==> src/rtl/arb_req_ctrl.sv <==
// arb_req_ctrl: upstream request controller for the three-client arbiter.
// Each client has a small length queue and an FSM that raises r[i], counts
// granted beats, then drops r[i] and waits for the arbiter to let go.

module arb_req_client #(
    parameter int LEN_WIDTH = 4,
    parameter int DEPTH     = 2
) (
    input  logic                 clk,
    input  logic                 rstn,
    input  logic                 i_valid,
    input  logic [LEN_WIDTH-1:0] i_len,
    input  logic                 i_gnt,
    output logic                 o_ready,
    output logic                 o_req,
    output logic                 o_done,
    output logic                 o_err
);
    localparam int PW = (DEPTH > 1) ? $clog2(DEPTH) : 1;
    localparam int OW = $clog2(DEPTH + 1);

    typedef enum logic [1:0] {S_IDLE, S_WAIT, S_XFER, S_REL} state_t;

    state_t               r_state, w_state_nxt;
    logic [LEN_WIDTH-1:0] r_cnt, w_cnt_nxt;
    logic                 r_req, r_done, w_done_nxt;
    logic [LEN_WIDTH-1:0] r_mem [DEPTH];
    logic [PW-1:0]        r_wptr, r_rptr;
    logic [OW-1:0]        r_occ;
    logic                 w_push, w_pop, w_empty;

    assign o_ready = (r_occ != OW'(DEPTH));
    assign w_empty = (r_occ == '0);
    assign w_push  = i_valid & o_ready;
    // Pop only from IDLE, so a same-cycle push never collides with a stale head.
    assign w_pop   = (r_state == S_IDLE) & ~w_empty;
    assign o_req   = r_req;
    assign o_done  = r_done;

    // Queue storage; contents need no reset because occupancy gates every read.
    always_ff @(posedge clk) begin
        if (w_push) r_mem[r_wptr] <= i_len;
    end

    // Queue pointers/occupancy and FSM state register.
    always_ff @(posedge clk) begin
        if (!rstn) begin
            r_wptr  <= '0;
            r_rptr  <= '0;
            r_occ   <= '0;
            r_state <= S_IDLE;
            r_cnt   <= '0;
            r_req   <= 1'b0;
            r_done  <= 1'b0;
        end else begin
            if (w_push) r_wptr <= r_wptr + PW'(1);
            if (w_pop)  r_rptr <= r_rptr + PW'(1);
            case ({w_push, w_pop})
                2'b10:   r_occ <= r_occ + OW'(1);
                2'b01:   r_occ <= r_occ - OW'(1);
                default: r_occ <= r_occ;
            endcase
            r_state <= w_state_nxt;
            r_cnt   <= w_cnt_nxt;
            // r is the registered decode of where the FSM is heading.
            r_req   <= (w_state_nxt == S_WAIT) || (w_state_nxt == S_XFER);
            r_done  <= w_done_nxt;
        end
    end

    // Next-state, beat counting and per-client protocol checks.
    always_comb begin
        w_state_nxt = r_state;
        w_cnt_nxt   = r_cnt;
        w_done_nxt  = 1'b0;
        o_err       = 1'b0;
        case (r_state)
            S_IDLE: begin
                // A grant to a client that never asked is a protocol error.
                o_err = i_gnt;
                if (w_pop) begin
                    w_cnt_nxt   = r_mem[r_rptr];
                    w_state_nxt = S_WAIT;
                end
            end
            S_WAIT, S_XFER: begin
                if (i_gnt) begin
                    if (r_cnt == '0) begin
                        w_state_nxt = S_REL;
                        w_done_nxt  = 1'b1;
                    end else begin
                        w_cnt_nxt   = r_cnt - LEN_WIDTH'(1);
                        w_state_nxt = S_XFER;
                    end
                end else if (r_state == S_XFER) begin
                    // Arbiter never preempts, so a dropped grant mid-transfer is flagged.
                    o_err = 1'b1;
                end
            end
            S_REL: begin
                // Hold off re-requesting until the trailing grant has gone.
                if (!i_gnt) w_state_nxt = S_IDLE;
            end
            default: w_state_nxt = S_IDLE;
        endcase
    end
endmodule

module arb_req_ctrl #(
    parameter int NCLIENT   = 3,
    parameter int LEN_WIDTH = 4,
    parameter int DEPTH     = 2
) (
    input  logic                           clk,
    input  logic                           rstn,
    input  logic [1:NCLIENT]               req_valid,
    input  logic [NCLIENT*LEN_WIDTH-1:0]   req_len,
    output logic [1:NCLIENT]               req_ready,
    input  logic [1:NCLIENT]               g,
    output logic [1:NCLIENT]               r,
    output logic [1:NCLIENT]               beat,
    output logic [1:NCLIENT]               done,
    output logic                           grant_err
);
    logic [1:NCLIENT] w_cl_err;
    logic             w_multi;
    logic             r_err;

    for (genvar gi = 1; gi <= NCLIENT; gi++) begin : g_cl
        arb_req_client #(
            .LEN_WIDTH (LEN_WIDTH),
            .DEPTH     (DEPTH)
        ) u_client (
            .clk     (clk),
            .rstn    (rstn),
            .i_valid (req_valid[gi]),
            .i_len   (req_len[(gi-1)*LEN_WIDTH +: LEN_WIDTH]),
            .i_gnt   (g[gi]),
            .o_ready (req_ready[gi]),
            .o_req   (r[gi]),
            .o_done  (done[gi]),
            .o_err   (w_cl_err[gi])
        );
    end

    assign beat      = r & g;
    // More than one grant bit set: clearing the lowest set bit leaves something.
    assign w_multi   = |(g & (g - NCLIENT'(1)));
    assign grant_err = r_err;

    // Sticky protocol-error flag; only reset clears it.
    always_ff @(posedge clk) begin
        if (!rstn)                       r_err <= 1'b0;
        else if (w_multi || |w_cl_err)   r_err <= 1'b1;
    end
endmodule

==> config.mk <==
export PLATFORM = sky130hd
export DESIGN_NAME = arb_req_ctrl
export DESIGN_NICKNAME = d
export VERILOG_FILES = /design/src/rtl/arb_req_ctrl.sv
export SDC_FILE = /design/constraint.sdc
export NUM_CORES = 1
export LEC_CHECK = 0
export ABC_CLOCK_PERIOD_IN_PS = 2100
export BUFFER_PORTS_ARGS = -buffer_cell sky130_fd_sc_hd__buf_2
export CORE_ASPECT_RATIO = 1.1
export CORE_MARGIN = 2
export CORE_UTILIZATION = 58
export CTS_CLUSTER_DIAMETER = 150
export CTS_CLUSTER_SIZE = 8
export DETAILED_ROUTE_END_ITERATION = 7
export MAX_ROUTING_LAYER = met4
export PLACE_DENSITY_LB_ADDON = 0.25
export SYNTH_ARGS = -nofsm -noshare
export SYNTH_HDL_FRONTEND = slang
export SYNTH_HIERARCHICAL = 1
export SYNTH_SLANG_ARGS = --single-unit
==> constraint.sdc <==
create_clock -name clk -period 2.1 [get_ports clk]
set_input_delay 0.42 -clock clk [delete_from_list [all_inputs] [get_ports clk]]
set_output_delay 0.42 -clock clk [all_outputs]
set_load 0.1 [all_outputs]
==> summary.md <==
| Metric | Value |
|---|---|
| Result of the run | `completed` |
| Max Clock Skew | `0.00687 ns` |
| Summed instance area of the synthesized netlist | `0.00322 mm^2` |
| Critical Path End Type | `flop` |
| Final routed DRC violation total | `0` |
| Instance area after placement | `0.00341 mm^2` |
| Peak VDD IR | `0.966 mV` |
| Floorplan die width | `75.0 um` |
| Sequential area share after synthesis | `47.3%` |
| Via count of the first global-routing pass | `2,023` |
| Clock latency on the worst-skew pair | `0.34 ns` |
| 1st-iter DRT viols | `84` |
| Count of nets after finishing | `362` |
| Post-layout instance area | `0.00364 mm^2` |
| Prevailing post-synth register cell | `sky130_fd_sc_hd__dfxtp_1` |
| Crit path DAT | `2.16 ns` |
| Number of cell rows | `28` |
| Highest attainable clock frequency | `516 MHz` |
| Slowest CP cell | `sky130_fd_sc_hd__ha_1` |
| Final routed wire length divided by cell count | `13.0 um` |
| Yosys cell types | `39` |
| Largest stage delay on the critical path | `0.43 ns` |
| Synth Net Count | `328` |
| Clk Tree Root Cell | `sky130_fd_sc_hd__clkbuf_8` |
| CP required | `2.32 ns` |
| Boundary pin count | `33` |
| Share of synthesized flip-flops with an asynchronous set or reset | `0%` |
| Syn-to-layout area delta | `13.2%` |
| Total number of yosys warnings | `6` |
| Die ar. | `0.00616 mm^2` |
| Gr usage total | `19.4%` |
| Fraction of final layout cells sized beyond drive strength 1 | `24.3%` |
| Die height | `82.1 um` |
| Category of cells accounting for the largest share of critical-path delay | `compound AO/OA/AOI/OAI gates` |
| Sort of element at the start of the critical path | `flop` |
| Number of filler instances in the final layout | `426` |
| Overflow left after global routing | `0` |
| H-tree levels | `3` |
| Count of hold buffers inserted by post-cts repair | `0` |
| RSZ-0062 raised after global routing | `false` |
| Number of endpoints with negative hold slack in the final report | `0` |
| Count of flip-flops with a built-in enable after synthesis | `24` |
| Worst slew slack as a fraction of its limit | `58.7%` |
| Clock-pin slew of the registers on the worst-case setup and hold paths | `0.07 ns` |
| Detailed placement HPWL | `3690 um` |
| Crit path max fanout | `11` |
| Count of buffers from port buffering | `32` |
| Type of the worst min-delay path | `in -> reg` |
| Tightest Pin Transition | `0.619 ns` |
| Initial Util | `60.1%` |
| First-pass GRT wire length | `8750 um` |
| Met1 global-route usage | `23.1%` |
| Grt met2 use | `30.4%` |
| Post-synthesis sequential element count | `64` |
| Number of antenna violations at the first check in global routing | `0` |
| Via total after detailed routing | `2,207` |
| Number of buffers on the longest clock path | `2` |
| Largest net degree at the start of global routing | `42` |
| Total of cells resized after clock tree synthesis | `0` |
| # setup viols final | `0` |
| Mean number of vias per cell | `5.46` |
| Clock tree from TritonCTS | `yes` |
| Global Route met3 Usage | `4.25%` |
| Clock sinks | `64` |
| Total leakage power | `0.00143 uW` |
| Pre-Repair DR Iteration Count | `4` |
| Final RePlAce weighted congestion | `0.790` |
| Sequence of cells on the critical path | `inv_1, ha_1, a211o_1, o311ai_1, o211ai_1, mux2_1` |
| Placeable core region | `0.00536 mm^2` |
| Worst Path Buf+Inv | `1` |
| Syn avg cell area | `11.1 um^2` |
| Cells after synthesis | `290` |
| Max-slew violation count | `0` |
| Cts bufs inserted | `9` |
| Count of inserted antenna diode cells | `0` |
| Most used routing layer in global routing | `met2` |
| Portion of the clock cycle consumed by the worst path in the final layout | `92.2%` |
| Routed wire length | `5250 um` |
| Power per cell area | `1650 mW/mm^2` |
| Time the worst path needs with I/O delays and setup | `1.94 ns` |
| Final sum of negative setup slack | `0 ns` |
| Number of nets still failing antenna checks after routing | `0` |
| Number of buffers inserted by post-CTS setup repair | `0` |
| Crit Path Class | `reg -> reg` |
| Reported max-cap violation count | `0` |
kinds of logic after synthesis:
kind of cell / Yosys count / synth area share, %
buffers and inverters: 27 / 4.55
adders and majority gates: 18 / 7.00
xor gates and xnor gates: 12 / 3.26
and+or+nand+nor: 84 / 15.9
muxes: 15 / 5.25
DFF: 64 / 47.3
AOI/OAI and AO/OA: 70 / 16.8
sequential cells by signal (all words and copies together), names as in the netlist, named ones only:
signal                 flops
g_cl.u_client/r_rptr       3
g_cl.u_client/o_done       3
g_cl.u_client/o_req        3
grant_err                  1
g_cl.u_client/r_occ        6
g_cl.u_client/r_state      6
g_cl.u_client/r_wptr       3
g_cl.u_client/r_mem       24
g_cl.u_client/r_cnt       12
synth_stat cells, types with 7 or more instances:
cell type	n	area [um^2]
sky130_fd_sc_hd__nand2_1	9	33.8
sky130_fd_sc_hd__a21oi_1	7	35.0
sky130_fd_sc_hd__edfxtp_1	24	721
sky130_fd_sc_hd__nor2_1	9	33.8
sky130_fd_sc_hd__ha_1	18	225
sky130_fd_sc_hd__mux2_2	9	101
sky130_fd_sc_hd__o21ai_0	10	50.1
sky130_fd_sc_hd__nor2b_1	12	75.1
sky130_fd_sc_hd__dfxtp_1	40	801
sky130_fd_sc_hd__inv_1	15	56.3
sky130_fd_sc_hd__a21boi_1	9	67.6
sky130_fd_sc_hd__and2_1	21	131
sky130_fd_sc_hd__xnor2_1	12	105
area by class of cell:
cell class              instances  area [um^2]  share of cell area (%)
repair buffers                 32          160                    4.40
multi-input cells             199         1570                    43.0
clock buffers                  10          128                    3.50
clock inverters                 6          108                    2.95
flip-flops and latches         64         1520                    41.8
well taps                      75         93.8                    2.58
inverters                      18         67.6                    1.85
through the flow:
| stage | power (uW) | worst slack, ns | utilization [%] | hold slack, ns | cells |
|---|---|---|---|---|---|
| 2_1_floorplan | 4430 | 0.102 | - | 0.465 | 290 |
| 3_3_place_gp | 4720 | 0.216 | 63.5 | 0.488 | 388 |
| 3_5_place_dp | 4780 | 0.192 | 63.5 | 0.487 | 388 |
| 4_1_cts | 6050 | 0.163 | 67.9 | 0.256 | 404 |
| 5_1_grt | 6470 | 0.0208 | 68.0 | 0.254 | 404 |
| 6_report | 6020 | 0.163 | 68.0 | 0.267 | 404 |
worst reg2reg max path: cells and delay by family, from the launching register on:
kind	cells	cell delay, ns
flip-flops	1	0.39
adder cells (fa/ha/maj)	1	0.43
multiplexers	1	0.34
AO/OA/AOI/OAI	3	0.57
buffers and inverters	1	0.09
where the power goes:
part | leakage (uW) | switching, uW | internal (uW)
Combinational | 0.000760 | 1660 | 1170
Clock | 0.000116 | 456 | 784
Sequential | 0.000554 | 289 | 1660
Total | 0.00143 | 2410 | 3610
cells in the final DEF, fill, tap and decap left out, types with 7 or more instances in the layout:
master	count
sky130_fd_sc_hd__ha_1	17
sky130_fd_sc_hd__and2_1	18
sky130_fd_sc_hd__xnor2_1	12
sky130_fd_sc_hd__a21oi_1	7
sky130_fd_sc_hd__o21ai_0	10
sky130_fd_sc_hd__a21boi_1	9
sky130_fd_sc_hd__mux2_2	9
sky130_fd_sc_hd__inv_1	15
sky130_fd_sc_hd__nor2_1	9
sky130_fd_sc_hd__edfxtp_1	24
sky130_fd_sc_hd__nand2_1	9
sky130_fd_sc_hd__nor2b_1	12
sky130_fd_sc_hd__buf_2	32
sky130_fd_sc_hd__dfxtp_1	40
sky130_fd_sc_hd__clkbuf_8	9
metal layers:
layer / routed length (um) / vias up / part of all wire (%)
met2: 2510 / 43 / 48
met5: 0 / - / 0
met1: 2440 / 1040 / 47
met3: 172 / 12 / 3.3
met4: 127 / 0 / 2.4
li1: - / 1112 / -
worst paths after layout:
kind / from / to / slack, ns / depth (start not counted)
hold reg to reg: g_cl[2].u_client/r_cnt[1] / g_cl[2].u_client/r_cnt[1] / 0.49 / 2
setup reg to reg: g_cl[2].u_client/r_state[0] / g_cl[2].u_client/o_req / 0.16 / 6
setup / recovery: g_cl[2].u_client/r_state[0] / g_cl[2].u_client/o_req / 0.16 / 6
hold / removal: req_len[6] / g_cl[2].u_client/r_mem[1][2] / 0.27 / 1
No activity file was read; power rests on OpenSTA's default activity.
